--- src/rtl/dmi_pkg.sv ---
// Shared DMI definitions: op codes, sticky status codes, sequencer state encoding.
package dmi_pkg;

  localparam int unsigned DMI_OP_W   = 2;
  localparam int unsigned DMI_STAT_W = 2;

  typedef enum logic [DMI_OP_W-1:0] {
    DMI_OP_NOP   = 2'd0,
    DMI_OP_READ  = 2'd1,
    DMI_OP_WRITE = 2'd2,
    DMI_OP_RSVD  = 2'd3
  } dmi_op_e;

  typedef enum logic [DMI_STAT_W-1:0] {
    DMI_STAT_OK     = 2'd0,
    DMI_STAT_FAILED = 2'd2,
    DMI_STAT_BUSY   = 2'd3
  } dmi_stat_e;

  typedef enum logic [1:0] {
    ST_IDLE   = 2'd0,
    ST_SETUP  = 2'd1,
    ST_ACCESS = 2'd2
  } dmi_state_e;

  // True for the ops that produce an APB transfer.
  function automatic logic dmi_op_is_bus(input logic [DMI_OP_W-1:0] op);
    return (op == DMI_OP_READ) || (op == DMI_OP_WRITE);
  endfunction

endpackage

--- src/rtl/dmi_apb_master_if.sv ---
// APB bus bundle between the DMI sequencer (master) and the debug-module fabric (slave).
interface dmi_apb_master_if #(
  parameter int unsigned AWIDTH = 32,
  parameter int unsigned DWIDTH = 32
) ();

  logic              PSEL;
  logic              PENABLE;
  logic              PWRITE;
  logic [AWIDTH-1:0] PADDR;
  logic [DWIDTH-1:0] PWDATA;
  logic [DWIDTH-1:0] PRDATA;
  logic              PREADY;
  logic              PSLVERR;

  modport master (
    output PSEL, PENABLE, PWRITE, PADDR, PWDATA,
    input  PRDATA, PREADY, PSLVERR
  );

  modport slave (
    input  PSEL, PENABLE, PWRITE, PADDR, PWDATA,
    output PRDATA, PREADY, PSLVERR
  );

endinterface

--- src/rtl/dmi_timeout_counter.sv ---
// ACCESS-phase watchdog: counts stalled cycles and flags the last permitted one.
// expired_o is registered and high during the LIMIT-th consecutive stalled cycle.
module dmi_timeout_counter #(
  parameter int unsigned LIMIT = 16
) (
  input  logic clk,
  input  logic rst_n,
  input  logic clear_i,
  input  logic enable_i,
  output logic expired_o
);

  localparam int unsigned CW = $clog2(LIMIT + 1);
  localparam logic [CW-1:0] CNT_MAX  = CW'(LIMIT);
  localparam logic [CW-1:0] CNT_LAST = CW'(LIMIT - 1);

  logic [CW-1:0] cnt_q, cnt_d;
  logic          expired_q, expired_d;

  // Saturating count; flag is raised one cycle ahead so the FSM exits on the LIMIT-th stall.
  always_comb begin
    cnt_d = cnt_q;
    if (clear_i) begin
      cnt_d = '0;
    end else if (enable_i && (cnt_q != CNT_MAX)) begin
      cnt_d = cnt_q + CW'(1);
    end
    expired_d = (cnt_d == CNT_LAST);
  end

  // Counter and flag registers.
  always_ff @(posedge clk or negedge rst_n) begin
    if (!rst_n) begin
      cnt_q     <= '0;
      expired_q <= 1'b0;
    end else begin
      cnt_q     <= cnt_d;
      expired_q <= expired_d;
    end
  end

  assign expired_o = expired_q;

endmodule

--- src/rtl/dmi_apb_master.sv ---
// DMI access sequencer: turns one-shot DTM requests into single APB transfers,
// captures read data and keeps the sticky DMI op status.
// Optional build macro: DMI_TIMEOUT_EN (abort ACCESS after TIMEOUT_CYCLES stalls).
module dmi_apb_master
  import dmi_pkg::*;
#(
  parameter int unsigned DWIDTH         = 32,
  parameter int unsigned AWIDTH         = 32,
  parameter int unsigned TIMEOUT_CYCLES = 16
) (
  input  logic              TCK,
  input  logic              TRST,
  input  logic              dmi_transfer,
  input  logic [1:0]        dmi_op_in,
  input  logic [AWIDTH-1:0] dmi_address_in,
  input  logic [DWIDTH-1:0] dmi_wdata_in,
  input  logic              dmi_reset,
  input  logic              dmi_hard_reset,
  output logic [DWIDTH-1:0] dmi_rdata_out,
  output logic [1:0]        dmi_op_status,
  output logic              dmi_busy,
  dmi_apb_master_if.master  apb
);

  dmi_state_e        state_q, state_d;
  logic              psel_q, psel_d;
  logic              penable_q, penable_d;
  logic              pwrite_q, pwrite_d;
  logic [AWIDTH-1:0] paddr_q, paddr_d;
  logic [DWIDTH-1:0] pwdata_q, pwdata_d;
  logic [DWIDTH-1:0] rdata_q, rdata_d;
  logic [1:0]        status_q, status_d;
  logic              busy_q, busy_d;

  logic [1:0]        status_base_c;
  logic              busy_evt_c;
  logic              fail_evt_c;
  logic              timeout_c;

`ifdef DMI_TIMEOUT_EN
  logic to_clear_c;
  logic to_enable_c;
  logic to_expired;

  // Watchdog restarts in SETUP so each transfer gets a fresh budget.
  assign to_clear_c  = (state_q == ST_SETUP) || dmi_hard_reset;
  assign to_enable_c = (state_q == ST_ACCESS) && !apb.PREADY;

  dmi_timeout_counter #(
    .LIMIT (TIMEOUT_CYCLES)
  ) u_timeout (
    .clk       (TCK),
    .rst_n     (TRST),
    .clear_i   (to_clear_c),
    .enable_i  (to_enable_c),
    .expired_o (to_expired)
  );

  assign timeout_c = to_expired;
`else
  // Without the watchdog ACCESS waits for PREADY indefinitely.
  logic unused_timeout_cfg;
  assign unused_timeout_cfg = ^TIMEOUT_CYCLES;
  assign timeout_c          = 1'b0;
`endif

  // Next-state, request latching and sticky status update.
  always_comb begin
    state_d       = state_q;
    pwrite_d      = pwrite_q;
    paddr_d       = paddr_q;
    pwdata_d      = pwdata_q;
    rdata_d       = rdata_q;
    busy_evt_c    = 1'b0;
    fail_evt_c    = 1'b0;
    // dmi_reset clears before this cycle's request is judged.
    status_base_c = dmi_reset ? 2'(DMI_STAT_OK) : status_q;

    unique case (state_q)
      ST_IDLE: begin
        if (dmi_transfer && (status_base_c == 2'(DMI_STAT_OK))) begin
          if (dmi_op_is_bus(dmi_op_in)) begin
            pwrite_d = (dmi_op_in == 2'(DMI_OP_WRITE));
            paddr_d  = dmi_address_in;
            pwdata_d = dmi_wdata_in;
            state_d  = ST_SETUP;
          end else if (dmi_op_in == 2'(DMI_OP_RSVD)) begin
            fail_evt_c = 1'b1;
          end
        end
      end
      ST_SETUP: begin
        busy_evt_c = dmi_transfer;
        state_d    = ST_ACCESS;
      end
      ST_ACCESS: begin
        busy_evt_c = dmi_transfer;
        if (apb.PREADY) begin
          state_d = ST_IDLE;
          if (apb.PSLVERR) begin
            fail_evt_c = 1'b1;
          end else if (!pwrite_q) begin
            rdata_d = apb.PRDATA;
          end
        end else if (timeout_c) begin
          state_d    = ST_IDLE;
          fail_evt_c = 1'b1;
        end
      end
      default: begin
        state_d = ST_IDLE;
      end
    endcase

    // Busy outranks OpFailed outranks the (possibly cleared) current value.
    if (busy_evt_c) begin
      status_d = 2'(DMI_STAT_BUSY);
    end else if (fail_evt_c) begin
      status_d = 2'(DMI_STAT_FAILED);
    end else begin
      status_d = status_base_c;
    end

    // Hard reset wins over everything, including a request in the same cycle.
    if (dmi_hard_reset) begin
      state_d  = ST_IDLE;
      status_d = 2'(DMI_STAT_OK);
      rdata_d  = '0;
      pwrite_d = 1'b0;
      paddr_d  = '0;
      pwdata_d = '0;
    end

    psel_d    = (state_d != ST_IDLE);
    penable_d = (state_d == ST_ACCESS);
    busy_d    = (state_d != ST_IDLE);
  end

  // FSM state register.
  always_ff @(posedge TCK or negedge TRST) begin
    if (!TRST) begin
      state_q <= ST_IDLE;
    end else begin
      state_q <= state_d;
    end
  end

  // Registered bus and DMI outputs.
  always_ff @(posedge TCK or negedge TRST) begin
    if (!TRST) begin
      psel_q    <= 1'b0;
      penable_q <= 1'b0;
      pwrite_q  <= 1'b0;
      paddr_q   <= '0;
      pwdata_q  <= '0;
      rdata_q   <= '0;
      status_q  <= 2'(DMI_STAT_OK);
      busy_q    <= 1'b0;
    end else begin
      psel_q    <= psel_d;
      penable_q <= penable_d;
      pwrite_q  <= pwrite_d;
      paddr_q   <= paddr_d;
      pwdata_q  <= pwdata_d;
      rdata_q   <= rdata_d;
      status_q  <= status_d;
      busy_q    <= busy_d;
    end
  end

  assign apb.PSEL      = psel_q;
  assign apb.PENABLE   = penable_q;
  assign apb.PWRITE    = pwrite_q;
  assign apb.PADDR     = paddr_q;
  assign apb.PWDATA    = pwdata_q;
  assign dmi_rdata_out = rdata_q;
  assign dmi_op_status = status_q;
  assign dmi_busy      = busy_q;

endmodule

--- src/flat_wrapper.sv ---
// flat-port wrapper written by rule: the top's interface ports become plain ports
module dmi_apb_master_flat import dmi_pkg::*;
#(
  parameter int unsigned DWIDTH         = 32,
  parameter int unsigned AWIDTH         = 32,
  parameter int unsigned TIMEOUT_CYCLES = 16
)
  (TCK, TRST, dmi_transfer, dmi_op_in, dmi_address_in, dmi_wdata_in, dmi_reset, dmi_hard_reset, dmi_rdata_out, dmi_op_status, dmi_busy, apb_PSEL, apb_PENABLE, apb_PWRITE, apb_PADDR, apb_PWDATA, apb_PRDATA, apb_PREADY, apb_PSLVERR);
  dmi_apb_master_if #(.AWIDTH(AWIDTH), .DWIDTH(DWIDTH)) apb_i ();
  input  logic TCK;
  input  logic TRST;
  input  logic dmi_transfer;
  input  logic [1:0] dmi_op_in;
  input  logic [AWIDTH-1:0] dmi_address_in;
  input  logic [DWIDTH-1:0] dmi_wdata_in;
  input  logic dmi_reset;
  input  logic dmi_hard_reset;
  output logic [DWIDTH-1:0] dmi_rdata_out;
  output logic [1:0] dmi_op_status;
  output logic dmi_busy;
  output wire logic [$bits(apb_i.PSEL)-1:0] apb_PSEL;
  output wire logic [$bits(apb_i.PENABLE)-1:0] apb_PENABLE;
  output wire logic [$bits(apb_i.PWRITE)-1:0] apb_PWRITE;
  output wire logic [$bits(apb_i.PADDR)-1:0] apb_PADDR;
  output wire logic [$bits(apb_i.PWDATA)-1:0] apb_PWDATA;
  input wire logic [$bits(apb_i.PRDATA)-1:0] apb_PRDATA;
  input wire logic [$bits(apb_i.PREADY)-1:0] apb_PREADY;
  input wire logic [$bits(apb_i.PSLVERR)-1:0] apb_PSLVERR;
  assign apb_PSEL = apb_i.PSEL;
  assign apb_PENABLE = apb_i.PENABLE;
  assign apb_PWRITE = apb_i.PWRITE;
  assign apb_PADDR = apb_i.PADDR;
  assign apb_PWDATA = apb_i.PWDATA;
  assign apb_i.PRDATA = apb_PRDATA;
  assign apb_i.PREADY = apb_PREADY;
  assign apb_i.PSLVERR = apb_PSLVERR;
  dmi_apb_master #(.DWIDTH(DWIDTH), .AWIDTH(AWIDTH), .TIMEOUT_CYCLES(TIMEOUT_CYCLES)) u_core (.TCK(TCK), .TRST(TRST), .dmi_transfer(dmi_transfer), .dmi_op_in(dmi_op_in), .dmi_address_in(dmi_address_in), .dmi_wdata_in(dmi_wdata_in), .dmi_reset(dmi_reset), .dmi_hard_reset(dmi_hard_reset), .dmi_rdata_out(dmi_rdata_out), .dmi_op_status(dmi_op_status), .dmi_busy(dmi_busy), .apb(apb_i));
endmodule
--- config.mk ---
export PLATFORM = sky130hd
export DESIGN_NAME = dmi_apb_master_flat
export DESIGN_NICKNAME = d
export VERILOG_FILES = /design/src/rtl/dmi_pkg.sv /design/src/rtl/dmi_apb_master_if.sv /design/src/rtl/dmi_timeout_counter.sv /design/src/rtl/dmi_apb_master.sv /design/src/flat_wrapper.sv
export SDC_FILE = /design/constraint.sdc
export NUM_CORES = 1
export LEC_CHECK = 0
export ABC_AREA = 1
export CAP_MARGIN = 20
export CORE_ASPECT_RATIO = 0.9
export CORE_MARGIN = 2
export CORE_UTILIZATION = 30
export CTS_CLUSTER_SIZE = 30
export DETAILED_ROUTE_END_ITERATION = 8
export GPL_ROUTABILITY_DRIVEN = 0
export PLACE_DENSITY_LB_ADDON = 0.08
export SLEW_MARGIN = 10
export SYNTH_ARGS = -nofsm -noshare
export SYNTH_HDL_FRONTEND = slang
export SYNTH_SLANG_ARGS = --single-unit
--- constraint.sdc ---
create_clock -name TCK -period 2.82 [get_ports TCK]
set_input_delay 0.564 -clock TCK [delete_from_list [all_inputs] [get_ports TCK]]
set_output_delay 0.564 -clock TCK [all_outputs]
set_load 0.02 [all_outputs]
==> metrics.txt <==
Post-Place Setup Slack 0.315 ns; Die Span Y 117 microns; CP max stage delay 0.48 ns; Max-Slew Margin vs Limit 59.5%; Max VDD drop 0.000370 V; Reg-to-Reg End u_core.apb.PADDR[22]$_DFFE_PN0P_; Die W 129 microns; Synth Instances 469; largest net degree at the start of global routing 60; antenna diode count 0; Cell Pwr Density 569 nW/um^2; Hold/Removal Path Class in -> async; CP top delay family buffers and inverters; total nets after synthesis 580; Final Hold Violating Endpoints 0; clk_skew 0.00958 ns; die area 15100 sq um; fin. max-slew vios 0; flop and latch count out of synthesis 103; f_max 0.472 GHz; clock root cell clkbuf_16; iteration-0 DRC count of the detailed router 172; initial antenna violation count 0; setup tns final 0 ns; Leak 3.33 nW; layout cells sized above 1 4.63%; GR Util All Layers 16.5%; I/O Buffers 206; drt pass-1 iters 4; Cell Area, Synth 4240 sq um; CP bufs+invs 4; vias in the first global route 3770; WP data required 3.11 ns; Avg Cell Area, Syn 9.03 sq um; arrival time of the worst setup path 2.41 ns; Period minus WS final 2.12 ns; htree depth 3; Seq/Total Area, Yosys 60.9%; MaxCap Viol Count 0; RSZ-0062 raised after global routing false; final setup margin 0.702 ns; buffer count from post-CTS setup fixing 0; nets 776; r2r worst-path depth 7; fin util 49.3%; nature of the critical path endpoint flop; Final Setup Violations 0; DP HPWL 8.35 mm; I/O Pins 207; initial core utilization 30.5%; startpoint types input pin; Tcrit/Tclk final 75.1%; routed wire length 12.4 mm; reg2reg setup slack 1.04 ns; DRT antenna net count 0; first-pass GRT wire length 19.3 mm; row cnt 41; Worst Path Max Fanout 36; core area 13900 sq um; clock tree buffer depth 2; TritonCTS Buffers 9; Wirelength per Cell 14.4 microns; clock sink count 103; vias per cell 4.43; Filler cells 1322; commonest cells after routing, fill and taps aside clkdlybuf4s50_1 (205), nand2_1 (141), dfrtp_1 (103), nand3_1 (99), inv_1 (43); CTS tree built; P&R area growth vs syn 61.7%; Area after DPL 6490 sq um; Hold Worst Slack 0.211 ns; Worst-Skew Late Latency 0.35 ns; cells along the critical path clkdlybuf4s50_1, inv_1, ha_1, inv_1, nand4_4, nor2_4, buf_4, nand2_1, nand2_1; Reg clk slew, reported paths 0.07 ns; status finished clean; slowest stage cell, crit path clkdlybuf4s50_1; Reg-to-Reg Start u_core.state_q[0]$_DFF_PN0_; Worst Tran Pin Value 0.607 ns; CTS hold repair buffers 0; final instance area 6850 sq um; critical path class in -> reg; Post-route DRC 0; Synth cell types 19; yosys warns 0; Congestion Overflow GR 0; vias 3825; post-CTS sizing 0; commonest non-fill, non-tap cell in the layout clkdlybuf4s50_1
synth_stat cells:
master / n / area [sq um]
a21boi_0: 1 / 7.51
a21oi_1: 2 / 10.0
a21oi_2: 1 / 8.76
a31oi_1: 1 / 6.26
buf_1: 10 / 37.5
buf_2: 7 / 35.0
buf_4: 7 / 52.6
clkbuf_1: 7 / 26.3
dfrtp_1: 103 / 2580
ha_1: 6 / 75.1
inv_1: 43 / 161
inv_2: 1 / 3.75
nand2_1: 141 / 529
nand3_1: 99 / 495
nand4_1: 2 / 12.5
nand4_2: 1 / 12.5
nor2_1: 4 / 15.0
o21ai_0: 32 / 160
o21ai_2: 1 / 8.76
kinds of logic after synthesis:
family / Yosys count / synth area share [%]
AO/OA/AOI/OAI: 38 / 4.76
flip-flops: 103 / 60.9
adder cells (fa/ha/maj): 6 / 1.77
buffers and inverters: 75 / 7.47
AND/OR/NAND/NOR: 247 / 25.1
report_power, final:
group | switching (mW) | total [mW] | internal (mW)
registers | 0.0579 | 1.63 | 1.57
clock network | 0.565 | 1.52 | 0.957
logic | 0.386 | 0.748 | 0.362
total | 1.01 | 3.90 | 2.89
how the worst max path moves through the flow:
stage | endpoint | slack [ns] | startpoint | cells after the start
after global placement | u_core.apb.PWDATA[27]$_DFFE_PN0P_ | 0.36 | dmi_op_in[0] | 9
final | u_core.apb.PADDR[22]$_DFFE_PN0P_ | 0.70 | dmi_op_in[0] | 9
after detailed placement | u_core.apb.PWDATA[26]$_DFFE_PN0P_ | 0.31 | dmi_op_in[0] | 9
after floorplan | u_core.apb.PADDR[10]$_DFFE_PN0P_ | 1.19 | dmi_op_in[0] | 9
after global routing | u_core.apb.PADDR[24]$_DFFE_PN0P_ | 0.52 | dmi_op_in[0] | 9
after CTS | u_core.apb.PADDR[15]$_DFFE_PN0P_ | 0.70 | dmi_op_in[0] | 9
layer usage:
metal  vias to the layer above  wire (microns)  GRT usage, %
li1                       1886               -             -
met1                      1768            5460          21.1
met2                       156            5490          25.2
met3                        15            1240          6.78
met4                         0             214          6.09
met5                         -               0             0
flip-flops by register name, indices dropped and copies added (netlist names):
name / count
u_core.apb.PENABLE: 1
u_core.apb.PWDATA: 32
u_core.dmi_op_status: 2
u_core.state_q: 2
u_core.apb.PWRITE: 1
u_core.dmi_rdata_out: 32
u_core.apb.PSEL: 1
u_core.apb.PADDR: 32
through the flow:
step | power [mW] | instances
after floorplan | 1.97 | 469
after CTS | 3.95 | 863
after detailed placement | 2.41 | 847
after global placement | 2.41 | 847
after global routing | 4.08 | 863
final | 3.90 | 863
final cells by class:
cell class                      count  area [sq um]  share of cell area, %
Clock buffer                       10           229                   3.34
Clock inverter                      6           133                   1.94
Inverter                           44           165                   2.41
Multi-Input combinational cell    291          1360                   19.8
Sequential cell                   103          2580                   37.6
Tap cell                          193           241                   3.53
Timing Repair Buffer              216          2150                   31.3
Note: power is estimated with default switching activity, not from simulation.
